## src/rtl/axi_isolate_gate.sv

```systemverilog
// AXI AW/AR isolation gate: counts outstanding writes/reads, closes the
// address channels on request and acknowledges once in-flight traffic drains.
module axi_isolate_gate #(
   parameter int unsigned COUNTER_SIZE = 4
) (
   input  logic clk_i,
   input  logic rst_ni,
   input  logic isolate_i,
   output logic isolated_o,
   output logic busy_o,
   input  logic slv_aw_valid_i,
   output logic slv_aw_ready_o,
   output logic mst_aw_valid_o,
   input  logic mst_aw_ready_i,
   input  logic slv_ar_valid_i,
   output logic slv_ar_ready_o,
   output logic mst_ar_valid_o,
   input  logic mst_ar_ready_i,
   input  logic b_valid_i,
   input  logic b_ready_i,
   input  logic r_valid_i,
   input  logic r_ready_i,
   input  logic r_last_i
);

   typedef enum logic [1:0] {
      RUN      = 2'd0,
      DRAIN    = 2'd1,
      ISOLATED = 2'd2
   } state_e;

   localparam logic [COUNTER_SIZE-1:0] CNT_MAX = '1;

   state_e                  state_q, state_d;
   logic [COUNTER_SIZE-1:0] aw_cnt_q, aw_cnt_d;
   logic [COUNTER_SIZE-1:0] ar_cnt_q, ar_cnt_d;
   logic                    aw_lock_q, aw_lock_d;
   logic                    ar_lock_q, ar_lock_d;

   logic aw_open, ar_open;
   logic aw_acc, ar_acc, b_done, r_done;
   logic drained;

   // A forwarded-but-unaccepted valid keeps its gate open so it never retracts.
   assign aw_open = aw_lock_q | ((state_q == RUN) & (aw_cnt_q != CNT_MAX));
   assign ar_open = ar_lock_q | ((state_q == RUN) & (ar_cnt_q != CNT_MAX));

   assign mst_aw_valid_o = slv_aw_valid_i & aw_open;
   assign slv_aw_ready_o = mst_aw_ready_i & aw_open;
   assign mst_ar_valid_o = slv_ar_valid_i & ar_open;
   assign slv_ar_ready_o = mst_ar_ready_i & ar_open;

   assign aw_acc = mst_aw_valid_o & mst_aw_ready_i;
   assign ar_acc = mst_ar_valid_o & mst_ar_ready_i;
   assign b_done = b_valid_i & b_ready_i;
   assign r_done = r_valid_i & r_ready_i & r_last_i;

   assign drained = (aw_cnt_q == '0) & (ar_cnt_q == '0) & ~aw_lock_q & ~ar_lock_q;

   assign busy_o     = (aw_cnt_q != '0) | (ar_cnt_q != '0);
   assign isolated_o = (state_q == ISOLATED);

   always_comb begin
      aw_cnt_d = aw_cnt_q;
      if (aw_acc && !b_done && aw_cnt_q != CNT_MAX) begin
         aw_cnt_d = aw_cnt_q + 1'b1;
      end else if (b_done && !aw_acc && aw_cnt_q != '0) begin
         aw_cnt_d = aw_cnt_q - 1'b1;
      end
   end

   always_comb begin
      ar_cnt_d = ar_cnt_q;
      if (ar_acc && !r_done && ar_cnt_q != CNT_MAX) begin
         ar_cnt_d = ar_cnt_q + 1'b1;
      end else if (r_done && !ar_acc && ar_cnt_q != '0) begin
         ar_cnt_d = ar_cnt_q - 1'b1;
      end
   end

   always_comb begin
      aw_lock_d = aw_lock_q;
      ar_lock_d = ar_lock_q;
      if (aw_acc) begin
         aw_lock_d = 1'b0;
      end else if (mst_aw_valid_o) begin
         aw_lock_d = 1'b1;
      end
      if (ar_acc) begin
         ar_lock_d = 1'b0;
      end else if (mst_ar_valid_o) begin
         ar_lock_d = 1'b1;
      end
   end

   always_comb begin
      state_d = state_q;
      unique case (state_q)
         RUN: begin
            if (isolate_i) state_d = DRAIN;
         end
         DRAIN: begin
            if (!isolate_i) begin
               state_d = RUN;
            end else if (drained) begin
               state_d = ISOLATED;
            end
         end
         ISOLATED: begin
            if (!isolate_i) state_d = RUN;
         end
         default: state_d = RUN;
      endcase
   end

   always_ff @(posedge clk_i or negedge rst_ni) begin
      if (!rst_ni) begin
         state_q   <= RUN;
         aw_cnt_q  <= '0;
         ar_cnt_q  <= '0;
         aw_lock_q <= 1'b0;
         ar_lock_q <= 1'b0;
      end else begin
         state_q   <= state_d;
         aw_cnt_q  <= aw_cnt_d;
         ar_cnt_q  <= ar_cnt_d;
         aw_lock_q <= aw_lock_d;
         ar_lock_q <= ar_lock_d;
      end
   end

   // A completion with nothing outstanding is an upstream protocol error.
   a_no_b_underflow: assert property (@(posedge clk_i) disable iff (!rst_ni)
      !(b_done && !aw_acc && aw_cnt_q == '0));
   a_no_r_underflow: assert property (@(posedge clk_i) disable iff (!rst_ni)
      !(r_done && !ar_acc && ar_cnt_q == '0));

endmodule

```

## config.mk

```make
export PLATFORM = sky130hd
export DESIGN_NAME = axi_isolate_gate
export DESIGN_NICKNAME = d
export VERILOG_FILES = /design/src/rtl/axi_isolate_gate.sv
export SDC_FILE = /design/constraint.sdc
export NUM_CORES = 1
export LEC_CHECK = 0
export CAP_MARGIN = 10
export CORE_ASPECT_RATIO = 2
export CORE_MARGIN = 2
export CORE_UTILIZATION = 25
export CTS_CLUSTER_DIAMETER = 120
export DETAILED_ROUTE_END_ITERATION = 12
export PLACE_DENSITY_LB_ADDON = 0.15
export SKIP_LAST_GASP = 1
export SLEW_MARGIN = 20
export SYNTH_ARGS = -nofsm -noshare
export SYNTH_HDL_FRONTEND = slang
export SYNTH_SLANG_ARGS = --single-unit
```

## constraint.sdc

```tcl
create_clock -name clk_i -period 2.7 [get_ports clk_i]
set_input_delay 0.675 -clock clk_i [delete_from_list [all_inputs] [get_ports clk_i]]
set_output_delay 0.675 -clock clk_i [all_outputs]
set_load 0.01 [all_outputs]
```

==> results.toml, run 1 <==
[final_layout]
final_util_pct = 36.6
fill_cells = 302
area_growth_pct = 40.7
nets = 117
drive_gt1_share_pct = 19.4
design_area_um2 = 1060
antenna_cells = 0

[job]
cap_violations = 0

[sta]
setup_viol = 0
fmax_mhz = 383
drv_slew = 0
hold_viol = 0
worst_slack_ns = 0.0881
min_period_over_period_pct = 96.7
skew_ns = 0.00488
period_needed_ns = 2.61
tightest_slew_ns = 0.574
grt_setup_unrepaired = "no"
whs_ns = 0.496
slew_headroom_pct = 61.6

[synth]
synthAdderAreaFrac_pct = 11.9
yosys.area_share.simple_pct = 21.5
syn_inst = 71
synth_top_area_cell = "dfrtp_1"
yosys_register_bits = 12
synth_top_family_by_area = "simple AND/OR/NAND/NOR gates"
muxShareOfSynthArea_pct = 7.60
synthMostInstantiatedCell = "dfrtp_1"
yosysUniqueCellTypes = 28
async_reset_ff_share_pct = 100
synth_compound_area_share_pct = 12.4
synth.yosys.seq_area_share_pct = 39.7
synth-edff-count = 0
synth_top_area_share_pct = 39.7
synth_common_cells = "dfrtp_1 (12), a21oi_1 (6), nor2b_1 (5)"
yosysWarnings = 0
synth_area_leaders = "dfrtp_1 (40%), ha_1 (6.6%), fa_1 (5.3%)"
synth-main-ff-cell = "dfrtp_1"
syn_area_um2 = 757
syn_avg_cell_area_um2 = 10.7
synth_fp_nets = 89
synth_xor_area_share_pct = 6.94

[cts]
clockBufferDepth = 2
cts_root_buf = "clkbuf_8"
hold_buffers = 0
htree_levels = 1
clk_pin_slew_ns = 0.06
clkSinkCount = 12
clk_latency_ns = 0.25
cts_resized = 0
cts_buffers = 3
postCtsSetupRepairBufs = 0
cts_tree = "done"

[global_routing]
grt_pass1_wl_um = 3170
grt_max_degree = 13
overflow = 0
antenna_found_initial = 0
grt_pass1_vias = 723
grt_use_total_pct = 12.2

[critical_path]
arrival_ns = 1.94
crit_type = "input pin to primary output"
cp.required_ns = 2.03
endpoint_kind = "primary output"
crit_path_start_kind = "input pin"
critPathMaxFanout = 3
r2r_cells = 8
regToRegSetupSlack_ns = 0.45

[power_and_ir_drop]
p_sw_share_pct = 35.1
p_sw_w = 0.000315
vdd_drop_max_v = 0.000418
seqPwrFrac_pct = 38.6
power_density_nw_per_um2 = 842
internal_power_w = 0.000582
clockPowerShare_pct = 22.6
p_comb_share_pct = 38.8
p_leak_nw = 0.449

[floorplanning]
io_pins = 18
rows = 28
fp.dieW_um = 42.9
dieArea_um2 = 3510
initial_core_util_pct = 26.0
die_h_um = 81.8
core_um2 = 2910

[placed_design]
io_buffers = 17
dpl-instance-area_um2 = 1010
dp_slack_ns = -0.0971
dp_hpwl_um = 1520
gp_congestion = 0.727

[routing]
drt_iter0_drc = 0
vias = 656
viasPerCell = 5.13
totalWireLength_um = 1820
wl_per_cell_um = 14.2
firstDrtPassIters = 1
postRouteAntennaNets = 0
post-route-drc-count = 0

[hold_path]
hold-path-cell-count = 1
hold_path.class = "flip-flop to flip-flop"

[status]
outcome = "completed"
## power by group through the flow
stage / registers, W / clock network [W] / logic [W]
floorplan: 0.000324 / 0 / 0.000259
global placement: 0.000353 / 0 / 0.000341
detailed placement: 0.000354 / 0 / 0.000354
CTS: 0.000350 / 0.000208 / 0.000356
global route: 0.000367 / 0.000212 / 0.000400
finish: 0.000346 / 0.000202 / 0.000348
## per-stage QoR
stage / power, W / TNS (ns) / std cells
5_1_grt: 0.000979 / 0 / 128
3_3_place_gp: 0.000694 / -0.0703 / 124
4_1_cts: 0.000914 / 0 / 128
6_report: 0.000896 / 0 / 128
2_1_floorplan: 0.000584 / 0 / 71
3_5_place_dp: 0.000708 / -0.129 / 124
## critical path, cell delays in order
cell and delay, ns:
clkdlybuf4s50_1 0.49, buf_4 0.12, nor2b_1 0.12, clkdlybuf4s50_1 0.54
## path summary, 6_finish.rpt
path / from / to
max: slv_aw_valid_i / mst_aw_valid_o
min reg2reg: aw_cnt_q[3] / aw_cnt_q[3]
max reg2reg: state_q[1] / aw_cnt_q[3]
min in group asynchronous: rst_ni / state_q[1]
min: aw_cnt_q[3] / aw_cnt_q[3]
max in group asynchronous: rst_ni / ar_cnt_q[0]
## cell type report
type,count,area (um^2),share of cell area (%)
Tap cell,30,37.5,3.53
Timing Repair Buffer,23,215,20.2
Multi-Input combinational cell,59,457,42.9
Sequential cell,12,300,28.2
Clock buffer,4,55.1,5.17
## logic make-up after synthesis
logic type,count (synthesis)
simple gates,26
compound gates,16
flops,12
xor+xnor,6
fa+ha+maj,6
mux,5
## per-layer routing
metal / GRT usage [%] / wire (um) / vias up
met5: 0 / 0 / -
met4: 7.50 / 70 / 0
met2: 24.4 / 1080 / 14
li1: - / - / 313
met3: 2.20 / 59 / 7
met1: 10.5 / 604 / 322
## sequential cells by signal, summed over array words and instances (netlist names)
| signal | flops |
|---|---|
| state_q | 2 |
| aw_cnt_q | 4 |
| ar_cnt_q | 4 |
| ar_lock_q | 1 |
| aw_lock_q | 1 |
## cell usage in the layout (no fill, tap or decap), drive strengths merged
master and instances:
nand3 2, a21o 2, o21ai 5, nand2 5, nand2b 1, xnor2 2, xor2 4, mux2 3
or3b 2, dfrtp 12, nor3b 1, buf 6, nor4 3, nand4 2, a31oi 2, nor2b 5
fa 2, clkdlybuf4s50 17, o21a 1, and2 1, ha 4, a21oi 6, nor3 1, mux2i 2
clkbuf 4, nor2 3
No activity file was read; power rests on OpenSTA's default activity.
==> run 2, diff against run 1 <==
--- a/config.mk
+++ b/config.mk
@@ -5,7 +5,6 @@
 export SDC_FILE = /design/constraint.sdc
 export NUM_CORES = 1
 export LEC_CHECK = 0
-export CAP_MARGIN = 10
 export CORE_ASPECT_RATIO = 2
 export CORE_MARGIN = 2
 export CORE_UTILIZATION = 25
==> results of run 2 <==
Final layout, timing and power as in run 1 (identical DEF).
==> run 3, diff against run 2 <==
--- a/config.mk
+++ b/config.mk
@@ -9,7 +9,9 @@
 export CORE_MARGIN = 2
 export CORE_UTILIZATION = 25
 export CTS_CLUSTER_DIAMETER = 120
+export CTS_CLUSTER_SIZE = 28
 export DETAILED_ROUTE_END_ITERATION = 12
+export GPL_TIMING_DRIVEN = 0
 export PLACE_DENSITY_LB_ADDON = 0.15
 export SKIP_LAST_GASP = 1
 export SLEW_MARGIN = 20
==> run 3 against run 2 <==
  * Clock-buffer cell count did not move
  * Critical path type unchanged
  * Die area did not move
  * Clock power decreased by 2%
  * Worst hold slack better by 0.023 ns
  * Setup slack improved by 0.057 ns
  * Via count down 6.6%
  * Highest routed layer unchanged
  * Non-clock buffer count fell by 6
  * First-iteration DRC count increased by 6
  * Critical endpoint is now mst_ar_valid_o
  * Cell count down 4.7%
==> results.toml, run 3 (synthesis gave the netlist of run 1 again) <==
[final_layout]
fill_cells = 309
area_growth_pct = 35.2
reg_top3 = "ar_cnt_q x4, aw_cnt_q x4, state_q x2"
final_common_cell = "clkdlybuf4s50_1"
antenna_cells = 0
final_cell_mix = "clkdlybuf4s50_1 (17), dfrtp_1 (12), a21oi_1 (5), nor2b_1 (5)"
nets = 111
drive_gt1_share_pct = 15.2
design_area_um2 = 1020

[global_routing]
grt_max_degree = 13
grt_pass1_wl_um = 2870
overflow = 0
antenna_found_initial = 0
grt_pass1_vias = 647
grt_use_total_pct = 11.1

[routing]
drt_iter0_drc = 6
wl_per_cell_um = 14.0
postRouteAntennaNets = 0
firstDrtPassIters = 4
totalWireLength_um = 1710
vias = 613
viasPerCell = 5.02
post-route-drc-count = 0

[sta]
period_needed_ns = 2.56
skew_ns = 0.00505
grt_setup_unrepaired = "no"
fmax_mhz = 391
setup_viol = 0
tightest_slew_ns = 0.567
hold_viol = 0
whs_ns = 0.519
min_period_over_period_pct = 94.6
slew_headroom_pct = 62.1
drv_slew = 0

[cts]
cts_tree = "done"
cts_buffers = 3
cts_root_buf = "clkbuf_8"
cts_resized = 0
htree_levels = 1
clockBufferDepth = 2
clk_pin_slew_ns = 0.06
hold_buffers = 0
clk_latency_ns = 0.24
clkSinkCount = 12
postCtsSetupRepairBufs = 0

[critical_path]
crit_path_start_kind = "input pin"
endpoint_kind = "primary output"
cp.required_ns = 2.03
arrival_ns = 1.88
r2r_cells = 8
critPathMaxFanout = 4
crit_type = "input pin to primary output"

[floorplanning]
core_um2 = 2910
io_pins = 18
dieArea_um2 = 3510
die_h_um = 81.8
initial_core_util_pct = 26.0
rows = 28
fp.dieW_um = 42.9

[power_and_ir_drop]
power_density_nw_per_um2 = 877
p_leak_nw = 0.422
internal_power_w = 0.000580
p_comb_share_pct = 38.6
p_sw_w = 0.000317
vdd_drop_max_v = 0.000386
p_sw_share_pct = 35.3
clockPowerShare_pct = 21.9
seqPwrFrac_pct = 39.5

[placed_design]
gp_congestion = 0.765
dpl-instance-area_um2 = 965
io_buffers = 17
dp_hpwl_um = 1410

[hold_path]
hold_path.class = "flip-flop to flip-flop"
hold-path-cell-count = 1

[job]
cap_violations = 0

[status]
outcome = "completed"
run 3: changes by cell type in the layout (fill, tap and decap cells not counted):
cell / before / now
buf_4: 6 / 0
a21oi_2: 0 / 1
a21oi_1: 6 / 5
run 3: per-stage QoR:
| step | setup TNS [ns] | util [%] | setup WS [ns] | power (W) | std cells |
|---|---|---|---|---|---|
| finish | 0 | 35.2 | 0.145 | 0.000897 | 122 |
| global route | 0 | 35.2 | 0.00273 | 0.000965 | 122 |
| CTS | 0 | 35.1 | 0.0959 | 0.000906 | 122 |
| detailed placement | -0.258 | 33.2 | -0.157 | 0.000703 | 118 |
| global placement | -0.251 | 33.2 | -0.151 | 0.000689 | 118 |
| floorplan | 0 | - | 0.499 | 0.000584 | 71 |
run 3: power by group through the flow:
stage	clock, W	sequential, W	combinational [W]
after detailed placement	0	0.000358	0.000345
after floorplan	0	0.000324	0.000259
final	0.000197	0.000354	0.000347
after CTS	0.000204	0.000355	0.000347
after global placement	0	0.000355	0.000334
after global routing	0.000209	0.000368	0.000389
run 3: path summary, 6_finish.rpt:
path,startpoint,end,slack [ns]
max,slv_ar_valid_i,mst_ar_valid_o,0.14
min,ar_cnt_q[3],ar_cnt_q[3],0.52
max reg2reg,state_q[1],aw_cnt_q[3],0.46
min reg2reg,ar_cnt_q[3],ar_cnt_q[3],0.52
max in group asynchronous,rst_ni,ar_cnt_q[1],1.53
min in group asynchronous,rst_ni,state_q[0],0.80
run 3: cell type report:
type | instances | area [um^2] | share of cell area (%)
Multi-Input combinational cell | 59 | 460 | 45.0
Sequential cell | 12 | 300 | 29.3
Timing Repair Buffer | 17 | 170 | 16.6
Clock buffer | 4 | 55.1 | 5.38
Tap cell | 30 | 37.5 | 3.67
run 3: routing by layer:
layer  vias up  GRT usage [%]  share of wire, %
li1        300              -                 -
met1       300           9.92                35
met2        11           21.7                60
met3         2           1.98               3.5
met4         0           6.88               1.3
met5         -              0                 0
run 3: critical path, stage by stage:
cell and delay, ns:
clkdlybuf4s50_1 0.51, nor2b_1 0.15, clkdlybuf4s50_1 0.54
